### src/rtl/ps2_host_rx.sv
// ps2_host_rx: core-side PS/2 receiver. Synchronises and filters the PS/2
// clock/data pair, frames 11-bit packets (start, 8 data LSB-first, odd
// parity, stop), and queues good bytes in a small FIFO.
//
// Ports:
//   clk_sys     system clock, posedge
//   reset_n     async active-low reset
//   ps2_clk     PS/2 clock (async, idles high)
//   ps2_data    PS/2 data (async)
//   rx_data     byte at FIFO head, valid while rx_valid
//   rx_valid    FIFO non-empty
//   rx_rd       pop request, ignored when rx_valid=0
//   parity_err  1-cycle strobe: frame dropped on parity error
//   frame_err   1-cycle strobe: bad start/stop bit or timeout
//   overflow    1-cycle strobe: good byte dropped, FIFO full
//
// Optional (macro PS2RX_SCANCODE_DECODE_EN): scancode decoder on popped
// bytes, adding key_code, key_ext, key_release, key_strobe.
module ps2_host_rx #(
    parameter int unsigned FILTER    = 3,
    parameter int unsigned TIMEOUT   = 4095,
    parameter int unsigned FIFO_BITS = 3
) (
    input  logic       clk_sys,
    input  logic       reset_n,
    input  logic       ps2_clk,
    input  logic       ps2_data,
    output logic [7:0] rx_data,
    output logic       rx_valid,
    input  logic       rx_rd,
    output logic       parity_err,
    output logic       frame_err,
    output logic       overflow
`ifdef PS2RX_SCANCODE_DECODE_EN
    ,
    output logic [7:0] key_code,
    output logic       key_ext,
    output logic       key_release,
    output logic       key_strobe
`endif
);

    localparam int unsigned FCNT_W = (FILTER > 1) ? $clog2(FILTER) : 1;
    localparam int unsigned WD_W   = $clog2(TIMEOUT + 1);
    localparam int unsigned PTR_W  = FIFO_BITS + 1;
    localparam int unsigned DEPTH  = 1 << FIFO_BITS;

    typedef enum logic [1:0] {
        ST_IDLE   = 2'd0,
        ST_DATA   = 2'd1,
        ST_PARITY = 2'd2,
        ST_STOP   = 2'd3
    } state_t;

    // Input conditioning
    logic              clk_s1, clk_s2, data_s1, data_s2;
    logic              clk_filt;
    logic [FCNT_W-1:0] filt_cnt;
    logic              fall_c;

    // Framing
    state_t            state, state_nxt;
    logic [2:0]        bit_cnt, bit_cnt_nxt;
    logic [7:0]        shreg, shreg_nxt;
    logic              parity, parity_nxt;
    logic              pbit, pbit_nxt;
    logic [WD_W-1:0]   wd, wd_nxt;
    logic              push_c, perr_nxt, ferr_nxt;

    // FIFO
    logic [7:0]        mem [DEPTH];
    logic [PTR_W-1:0]  wptr, rptr, wptr_nxt, rptr_nxt;
    logic              full_c, empty_c, do_push_c, do_pop_c;
    logic [7:0]        rx_data_nxt;

    // 2-FF synchronisers and clock filter; level changes after FILTER
    // consecutive samples that disagree with it.
    always_ff @(posedge clk_sys or negedge reset_n) begin
        if (!reset_n) begin
            clk_s1   <= 1'b1;
            clk_s2   <= 1'b1;
            data_s1  <= 1'b1;
            data_s2  <= 1'b1;
            clk_filt <= 1'b1;
            filt_cnt <= '0;
        end else begin
            clk_s1  <= ps2_clk;
            clk_s2  <= clk_s1;
            data_s1 <= ps2_data;
            data_s2 <= data_s1;
            if (clk_s2 == clk_filt) begin
                filt_cnt <= '0;
            end else if (filt_cnt == FCNT_W'(FILTER - 1)) begin
                clk_filt <= clk_s2;
                filt_cnt <= '0;
            end else begin
                filt_cnt <= FCNT_W'(filt_cnt + 1'b1);
            end
        end
    end

    // Single-cycle pulse in the cycle the filtered clock drops.
    assign fall_c = clk_filt & ~clk_s2 & (filt_cnt == FCNT_W'(FILTER - 1));

    // Frame FSM state and datapath registers
    always_ff @(posedge clk_sys or negedge reset_n) begin
        if (!reset_n) begin
            state      <= ST_IDLE;
            bit_cnt    <= '0;
            shreg      <= '0;
            parity     <= 1'b0;
            pbit       <= 1'b0;
            wd         <= '0;
            parity_err <= 1'b0;
            frame_err  <= 1'b0;
        end else begin
            state      <= state_nxt;
            bit_cnt    <= bit_cnt_nxt;
            shreg      <= shreg_nxt;
            parity     <= parity_nxt;
            pbit       <= pbit_nxt;
            wd         <= wd_nxt;
            parity_err <= perr_nxt;
            frame_err  <= ferr_nxt;
        end
    end

    // Frame FSM next-state; watchdog only runs inside a frame.
    always_comb begin
        state_nxt   = state;
        bit_cnt_nxt = bit_cnt;
        shreg_nxt   = shreg;
        parity_nxt  = parity;
        pbit_nxt    = pbit;
        wd_nxt      = wd;
        push_c      = 1'b0;
        perr_nxt    = 1'b0;
        ferr_nxt    = 1'b0;

        if (state == ST_IDLE || fall_c) begin
            wd_nxt = '0;
        end else if (wd == WD_W'(TIMEOUT)) begin
            ferr_nxt  = 1'b1;
            state_nxt = ST_IDLE;
            wd_nxt    = '0;
        end else begin
            wd_nxt = WD_W'(wd + 1'b1);
        end

        if (fall_c) begin
            case (state)
                ST_IDLE: begin
                    // A high "start" bit is line noise, silently ignored.
                    if (!data_s2) begin
                        state_nxt   = ST_DATA;
                        bit_cnt_nxt = '0;
                        parity_nxt  = 1'b0;
                    end
                end
                ST_DATA: begin
                    shreg_nxt   = {data_s2, shreg[7:1]};
                    parity_nxt  = parity ^ data_s2;
                    bit_cnt_nxt = 3'(bit_cnt + 3'd1);
                    if (bit_cnt == 3'd7) begin
                        state_nxt = ST_PARITY;
                    end
                end
                ST_PARITY: begin
                    pbit_nxt  = data_s2;
                    state_nxt = ST_STOP;
                end
                ST_STOP: begin
                    // Stop-bit error takes precedence over parity error.
                    if (!data_s2) begin
                        ferr_nxt = 1'b1;
                    end else if ((parity ^ pbit) != 1'b1) begin
                        perr_nxt = 1'b1;
                    end else begin
                        push_c = 1'b1;
                    end
                    state_nxt = ST_IDLE;
                end
                default: state_nxt = ST_IDLE;
            endcase
        end
    end

    // FIFO control; full is judged on current pointers so a same-cycle
    // pop never makes room for the incoming byte.
    always_comb begin
        full_c    = (wptr[FIFO_BITS] != rptr[FIFO_BITS]) &&
                    (wptr[FIFO_BITS-1:0] == rptr[FIFO_BITS-1:0]);
        empty_c   = (wptr == rptr);
        do_push_c = push_c & ~full_c;
        do_pop_c  = rx_rd & ~empty_c;
        wptr_nxt  = PTR_W'(wptr + PTR_W'(do_push_c));
        rptr_nxt  = PTR_W'(rptr + PTR_W'(do_pop_c));
        // Bypass when the new head is the slot being written this cycle.
        if (wptr_nxt == rptr_nxt) begin
            rx_data_nxt = '0;
        end else if (do_push_c && (wptr == rptr_nxt)) begin
            rx_data_nxt = shreg;
        end else begin
            rx_data_nxt = mem[rptr_nxt[FIFO_BITS-1:0]];
        end
    end

    always_ff @(posedge clk_sys) begin
        if (do_push_c) begin
            mem[wptr[FIFO_BITS-1:0]] <= shreg;
        end
    end

    always_ff @(posedge clk_sys or negedge reset_n) begin
        if (!reset_n) begin
            wptr     <= '0;
            rptr     <= '0;
            rx_valid <= 1'b0;
            rx_data  <= '0;
            overflow <= 1'b0;
        end else begin
            wptr     <= wptr_nxt;
            rptr     <= rptr_nxt;
            rx_valid <= (wptr_nxt != rptr_nxt);
            rx_data  <= rx_data_nxt;
            overflow <= push_c & full_c;
        end
    end

`ifdef PS2RX_SCANCODE_DECODE_EN
    // Scancode decoder: E0/F0 prefixes latch flags for the next key byte.
    logic ext_flag, rel_flag;

    always_ff @(posedge clk_sys or negedge reset_n) begin
        if (!reset_n) begin
            ext_flag    <= 1'b0;
            rel_flag    <= 1'b0;
            key_code    <= '0;
            key_ext     <= 1'b0;
            key_release <= 1'b0;
            key_strobe  <= 1'b0;
        end else begin
            key_strobe <= 1'b0;
            if (do_pop_c) begin
                if (rx_data == 8'hE0) begin
                    ext_flag <= 1'b1;
                end else if (rx_data == 8'hF0) begin
                    rel_flag <= 1'b1;
                end else begin
                    key_code    <= rx_data;
                    key_ext     <= ext_flag;
                    key_release <= rel_flag;
                    key_strobe  <= 1'b1;
                    ext_flag    <= 1'b0;
                    rel_flag    <= 1'b0;
                end
            end
        end
    end
`endif

endmodule
### config.mk
export PLATFORM = sky130hd
export DESIGN_NAME = ps2_host_rx
export DESIGN_NICKNAME = d
export VERILOG_FILES = /design/src/rtl/ps2_host_rx.sv
export SDC_FILE = /design/constraint.sdc
export NUM_CORES = 1
export LEC_CHECK = 0
export BUFFER_PORTS_ARGS = -buffer_cell sky130_fd_sc_hd__buf_2
export CAP_MARGIN = 15
export CORE_UTILIZATION = 55
export CTS_CLUSTER_SIZE = 12
export DETAILED_ROUTE_END_ITERATION = 8
export PLACE_DENSITY = 0.75
export SETUP_SLACK_MARGIN = 0.15
export SLEW_MARGIN = 20
export SYNTH_ARGS = -nofsm -noshare
export SYNTH_HDL_FRONTEND = slang
export SYNTH_SLANG_ARGS = --single-unit
### constraint.sdc
create_clock -name clk_sys -period 2.8 [get_ports clk_sys]
set_input_delay 0.28 -clock clk_sys [delete_from_list [all_inputs] [get_ports clk_sys]]
set_output_delay 0.28 -clock clk_sys [all_outputs]
set_load 0.01 [all_outputs]
Word-level counts from Yosys, hierarchy flattened
Memories as Yosys holds them, arrays and structs flattened.
Cells that the tools add are included.
Word-level totals
  bits in registers: 54
  RAM bits: 64
  input port bits: 5
  memories kept: 1
Cells by class
  add/sub/neg operators: 5
  equality and inequality tests: 14
  muxes and demuxes: 31
  bitwise operators: 11
  reductions and logical operators: 9
Memories
  mem: words 8, width 8, read ports 1, clocked after Yosys merged registers in 0, wr ports 1, line 71  | logic [7:0] mem [DEPTH];
Operators with widths (count)
  $mux W12: 2
  $mux W1: 16
  $mux W8: 2
  $mux W2: 7
  $add A12 B1 Y12 const B: 1
  $eq A12 B12 Y1 const B: 1
  $eq A4 B4 Y1: 3
  $add A4 B1 Y4: 2
  $pmux W2 S4: 1
  $eq A2 B2 Y1 const B: 3
  $pmux W3 S2: 1
  $reduce_and A2 Y1: 3
  $and A1 B1 Y1: 5
  $ne A4 B4 Y1: 1
  $not A1 Y1: 4
  $add A3 B1 Y3 const B: 1
  $eq A3 B3 Y1: 1
  $eq A3 B3 Y1 const B: 1
  $mux W3: 1
  $reduce_and A3 Y1: 1
  $add A2 B1 Y2 const B: 1
  $eq A2 B1 Y1 const B: 1
  $logic_and A1 B1 Y1: 2
  $logic_not A2 Y1: 1
  other kinds (7): 8

Depth between registers and ports, before layout
  depth after elaboration: 9
  gate-level depth with buffers: 13
  gate-level depth less buffers: 12

Least setup slack after synthesis
OpenSTA, ideal clock, no wires.
  path type: reg2reg
  start point: register wptr[0]
  end point: register rx_data[0]
  library setup time: 0.155 ns
  arrival time: 2.579 ns
  setup slack: 0.065 ns
  cell stages (with the launch flop): 11
  buffers on the path: 1
  cell sequence: dfrtp_1 clkbuf_1 xnor2_1 nand3_1 o21a_1 ha_1 ha_1 xor2_4 xor2_1 nor4b_4 a211oi_2
Between the ends
  cells in the longest elaborated chain, start to end: 8
Ends and longest elaborated chain
  start, declared: line 72  | logic [PTR_W-1:0] wptr, rptr, wptr_nxt, rptr_nxt;
  start signal, assigned: line 222  | wptr <= wptr_nxt;
  $eq A4 B4 Y1 (*): line 193  | empty_c = (wptr == rptr);
  $not A1 Y1 (*): line 195  | do_pop_c = rx_rd & ~empty_c;
  $and A1 B1 Y1 (*): line 195
  $add A4 B1 Y4 (*): line 197  | rptr_nxt = PTR_W'(rptr + PTR_W'(do_pop_c));
  via rptr_nxt[2]: line 72
  parallel branches: the longest is 3 deep, another holds $mem_v2 Z8 W8
  $mux W8 (*): line 199  | if (wptr_nxt == rptr_nxt) begin
  via rx_data_nxt[0]: line 74  | logic [7:0] rx_data_nxt;
  end signal, assigned: line 225  | rx_data <= rx_data_nxt;
  end, declared: line 28  | output logic [7:0] rx_data,
Mark *: on every way through the listed nets, which the timed path passes.
A chain may end at the register's enable or synchronous reset.

Worst setup path in the final report
  start point: register wptr[2]
  end point: register rx_data[4]
Same word-level chain as after synthesis.

==> impl_results.rst <==
.. list-table::
   :header-rows: 1

   * - Metric
     - Value
   * - Average wire length per cell after detail routing
     - 17.20 um
   * - Worst Hold Endpoint
     - rptr[0]
   * - Worst max-slew margin expressed relative to the limit
     - 60.34%
   * - Largest net degree at the start of global routing
     - 30
   * - Number of placed I/O pins
     - 17
   * - Number of pins exceeding their max-slew limit in the final report
     - 0
   * - Adder-cell share of the synthesized area
     - 2.032%
   * - Combinational family with the most area after synthesis
     - multiplexers
   * - Global placement routability congestion
     - 0.7696
   * - Crit Path Category
     - flop to flop
   * - Crit share post-route
     - 90.95%
   * - RSZ-0062 raised after global routing
     - false
   * - Finish-stage setup viols
     - 0
   * - Maximum fanout encountered on the critical timing path
     - 17
   * - Flip-flop and latch count after synthesis
     - 118
   * - Final routed wirelength across all metal layers
     - 8308 um
   * - Syn_nets
     - 323
   * - Post-detailed-route count of antenna-violating nets
     - 0
   * - Clock slew seen by the registers of the worst setup and hold paths
     - 0.06 ns
   * - Post-synthesis instance area
     - 4926 um^2
   * - Xor and xnor fraction of the mapped netlist area
     - 5.309%
   * - Post-Route Skew
     - 0.007774 ns
   * - Required time of the worst setup path
     - 3.20 ns
   * - Setup slack on the worst flop-to-flop path
     - 0.25 ns
   * - Type of element launching the critical path
     - flop
   * - Number of failing hold endpoints at the final stage
     - 0
   * - HPWL after detailed placement
     - 5154 um
   * - Outcome
     - completed
   * - Reg2reg start
     - wptr[2]
   * - Number of unique standard cell types used by synthesis
     - 42
   * - Clock latency on the worst-skew pair
     - 0.52 ns
   * - Number of buffers created by CTS
     - 17
   * - Y dimension of the die
     - 96.64 um
   * - Number of design-rule violations left by the first detailed-router iteration
     - 102
   * - Setup total negative slack
     - 0 ns
   * - WHS Path Cells
     - 3
   * - Count of nets after finishing
     - 375
   * - Clock tree from TritonCTS
     - built
   * - Min Clock Period, post-route
     - 2.547 ns
   * - Worst Hold Class
     - input port to flop
   * - Final routed DRC violation total
     - 0
   * - Avg Cell Area, Syn
     - 15.89 um^2
   * - Signal arrival time at the worst endpoint
     - 2.95 ns
   * - Wire length of the first global-routing pass
     - 13,840 um
   * - Die area
     - 9338 um^2
   * - CTS H-tree depth
     - 4
   * - Largest voltage drop on the vdd net
     - 0.4552 mV
   * - Share of the synthesized area in compound gates (AO/OA/AOI/OAI)
     - 3.734%
   * - Number of sinks on the clock net
     - 118
   * - Leakage power summed over all cells
     - 2.429 nW
   * - Capturing element type of the critical path
     - flop
   * - Share of synthesized area spent on multiplexers
     - 11.23%
   * - Post-synthesis simple-gate area fraction
     - 8.738%
   * - Global route total overflow
     - 0
   * - Power density over the cells
     - 693.5 nW/um^2
   * - Vias
     - 2,622
   * - Horizontal extent of the die
     - 96.64 um
   * - Fmax
     - 392.7 MHz
   * - Worst Tran Pin Value
     - 0.5948 ns
   * - Reg2Reg Capture Point
     - rx_data[4]
   * - Area of the core
     - 8678 um^2
   * - Fraction of layout instances using a drive strength above 1
     - 36.27%
   * - Hold Crit Start
     - rx_rd
   * - Worst R2R Path Depth
     - 10
   * - Maximum buffer depth of the clock tree
     - 2
   * - Number of iterations in the first detailed-routing pass
     - 4
   * - Share of the core filled with cells
     - 69.39%
   * - Synthesized instance count
     - 310
   * - Sequential fraction of the synthesis area
     - 66.57%
   * - Number of global-route vias before repair
     - 2,780
   * - Aggregate global-route resource usage
     - 19.85%
   * - Number of buffers added on ports
     - 16
   * - Diode insertion count for antenna repair
     - 0
   * - Via/cell ratio
     - 5.429
   * - Number of antenna violations at the first check in global routing
     - 0
   * - Number of core rows
     - 34
   * - Synthesis Warnings
     - 0
   * - Area growth from synthesis to layout
     - 22.25%
   * - Max Cap Violations
     - 0
   * - Clk Tree Root Cell
     - clkbuf_8
   * - Effective utilization at floorplan
     - 56.76%
## cells in the final DEF (no fill, tap or decap), types with 3 or more instances in the layout
cell | Yosys | layout
clkbuf_16 | 0 | 16
o21ai_0 | 6 | 6
dfrtp_1 | 49 | 48
edfxtp_1 | 64 | 64
xor2_1 | 15 | 11
nand3_1 | 10 | 9
ha_4 | 0 | 3
clkbuf_8 | 0 | 3
buf_4 | 1 | 24
nor2_1 | 29 | 29
xnor2_1 | 9 | 5
clkinv_2 | 0 | 7
ha_1 | 8 | 4
bufinv_16 | 0 | 3
a22o_1 | 3 | 3
a211oi_2 | 8 | 8
dfstp_2 | 5 | 5
mux2i_1 | 8 | 8
xor2_2 | 0 | 4
nor3_1 | 9 | 9
mux2_2 | 10 | 10
inv_1 | 7 | 6
buf_12 | 0 | 3
buf_2 | 7 | 16
and3_1 | 3 | 3
nand2_1 | 15 | 14
mux4_2 | 16 | 16
dlygate4sd3_1 | 0 | 3
xnor2_2 | 0 | 4
## cell usage after synthesis
cell type / n / share of area [%]
nor3b_1: 1 / 0.15
nand3_1: 10 / 1.0
o21ai_0: 6 / 0.61
xor2_4: 1 / 0.56
inv_2: 1 / 0.076
nand2_1: 15 / 1.1
o21a_1: 1 / 0.15
buf_6: 3 / 0.69
or2_1: 1 / 0.13
clkbuf_1: 3 / 0.23
nor3b_4: 1 / 0.38
and3_1: 3 / 0.38
o211ai_1: 2 / 0.30
xnor2_1: 9 / 1.6
nor2_1: 29 / 2.2
buf_2: 7 / 0.71
nor4b_4: 1 / 0.48
xor2_1: 15 / 2.7
a211oi_2: 8 / 2.0
nor2b_1: 1 / 0.13
nor3_2: 1 / 0.20
nand4_1: 1 / 0.13
nand4_4: 1 / 0.43
or3b_2: 1 / 0.18
a22o_1: 3 / 0.53
buf_4: 1 / 0.15
xor3_1: 1 / 0.48
and2_1: 1 / 0.13
nor3_1: 9 / 0.91
dfstp_2: 5 / 2.7
nand2b_1: 2 / 0.25
nand3b_1: 1 / 0.15
dfrtp_1: 49 / 25
ha_1: 8 / 2.0
a21oi_1: 1 / 0.10
nor4_1: 1 / 0.13
edfxtp_1: 64 / 39
mux2_2: 10 / 2.3
nand3_2: 1 / 0.20
mux2i_1: 8 / 1.6
mux4_2: 16 / 7.3
inv_1: 7 / 0.53
## cell type report
type | count | area (um^2)
Tap cell | 108 | 135.1
Clock inverter | 12 | 132.6
Multi-Input combinational cell | 170 | 1637
Sequential cell | 118 | 3281
Fill cell | 550 | 2656
Clock buffer | 20 | 445.4
Inverter | 8 | 30.03
Timing Repair Buffer | 47 | 361.6
## worst max-delay path by stage
| stage | slack [ns] | startpoint | end |
|---|---|---|---|
| after global routing | 0.13 | wptr[2] | rx_data[4] |
| after detailed placement | 0.11 | clk_filt | rx_data[3] |
| after global placement | 0.22 | clk_filt | rx_data[5] |
| after floorplan | 0.15 | wptr[0] | rx_data[0] |
| after CTS | 0.16 | rptr[1] | rx_data[4] |
| final | 0.25 | wptr[2] | rx_data[4] |
## where the power goes
part | internal [W] | total [W] | switching, W
sequential | 0.00188 | 0.00193 | 0.0000460
clock | 0.00138 | 0.00209 | 0.000707
combinational | 0.0000649 | 0.000160 | 0.0000946
total | 0.00333 | 0.00418 | 0.000848
## metrics by stage
stage	hold slack (ns)	power [W]	std cells	area (um^2)	worst slack, ns
2_1_floorplan	-0.01559	0.002057	310	4959	0.1508
3_3_place_gp	0.3140	0.002105	441	5264	0.2225
3_5_place_dp	0.3244	0.002118	441	5264	0.1148
4_1_cts	0.2028	0.004210	480	5908	0.1602
5_1_grt	0.1968	0.004329	483	6022	0.1263
6_report	0.1990	0.004176	483	6022	0.2534
## flip-flops by register name, indices dropped and copies added, names as in the netlist, 2 cells and up
register / cells
mem: 64
wd: 12
rx_data: 8
shreg: 8
rptr: 4
wptr: 4
bit_cnt: 3
filt_cnt: 2
state: 2
## cells by family after synthesis
| logic type | Yosys count |
|---|---|
| DFF | 118 |
| and+or+nand+nor | 81 |
| muxes | 34 |
| xor gates and xnor gates | 26 |
| buffers and inverters | 22 |
| AOI/OAI and AO/OA | 21 |
| adders and majority gates | 8 |
## critical path: stages (launching register included)
cell	delay, ns
dfrtp_1	0.42
xnor2_2	0.20
nand3_1	0.10
o21a_1	0.18
ha_2	0.37
buf_12	0.19
xnor2_1	0.19
nand2_1	0.17
nor4b_4	0.36
buf_4	0.21
a211oi_2	0.04
## timing repair
item / in CTS / in global routing
endpoints found under the hold margin: 24 / 0
setup buffers: 3 / 3
gates resized for setup: 3 / 12
gates cloned: 1 / 0
hold buffers: 3 / 0
pin swaps: 4 / 7
endpoints found under the setup margin: 9 / 9
## per-layer routing
metal	GRT usage, %	vias up	part of all wire, %
li1	-	1244	-
met1	24.65	1309	43
met2	31.74	48	51
met3	6.503	21	3.3
met4	9.185	0	2.4
met5	0	-	0
(Power assumes the default switching activity.)
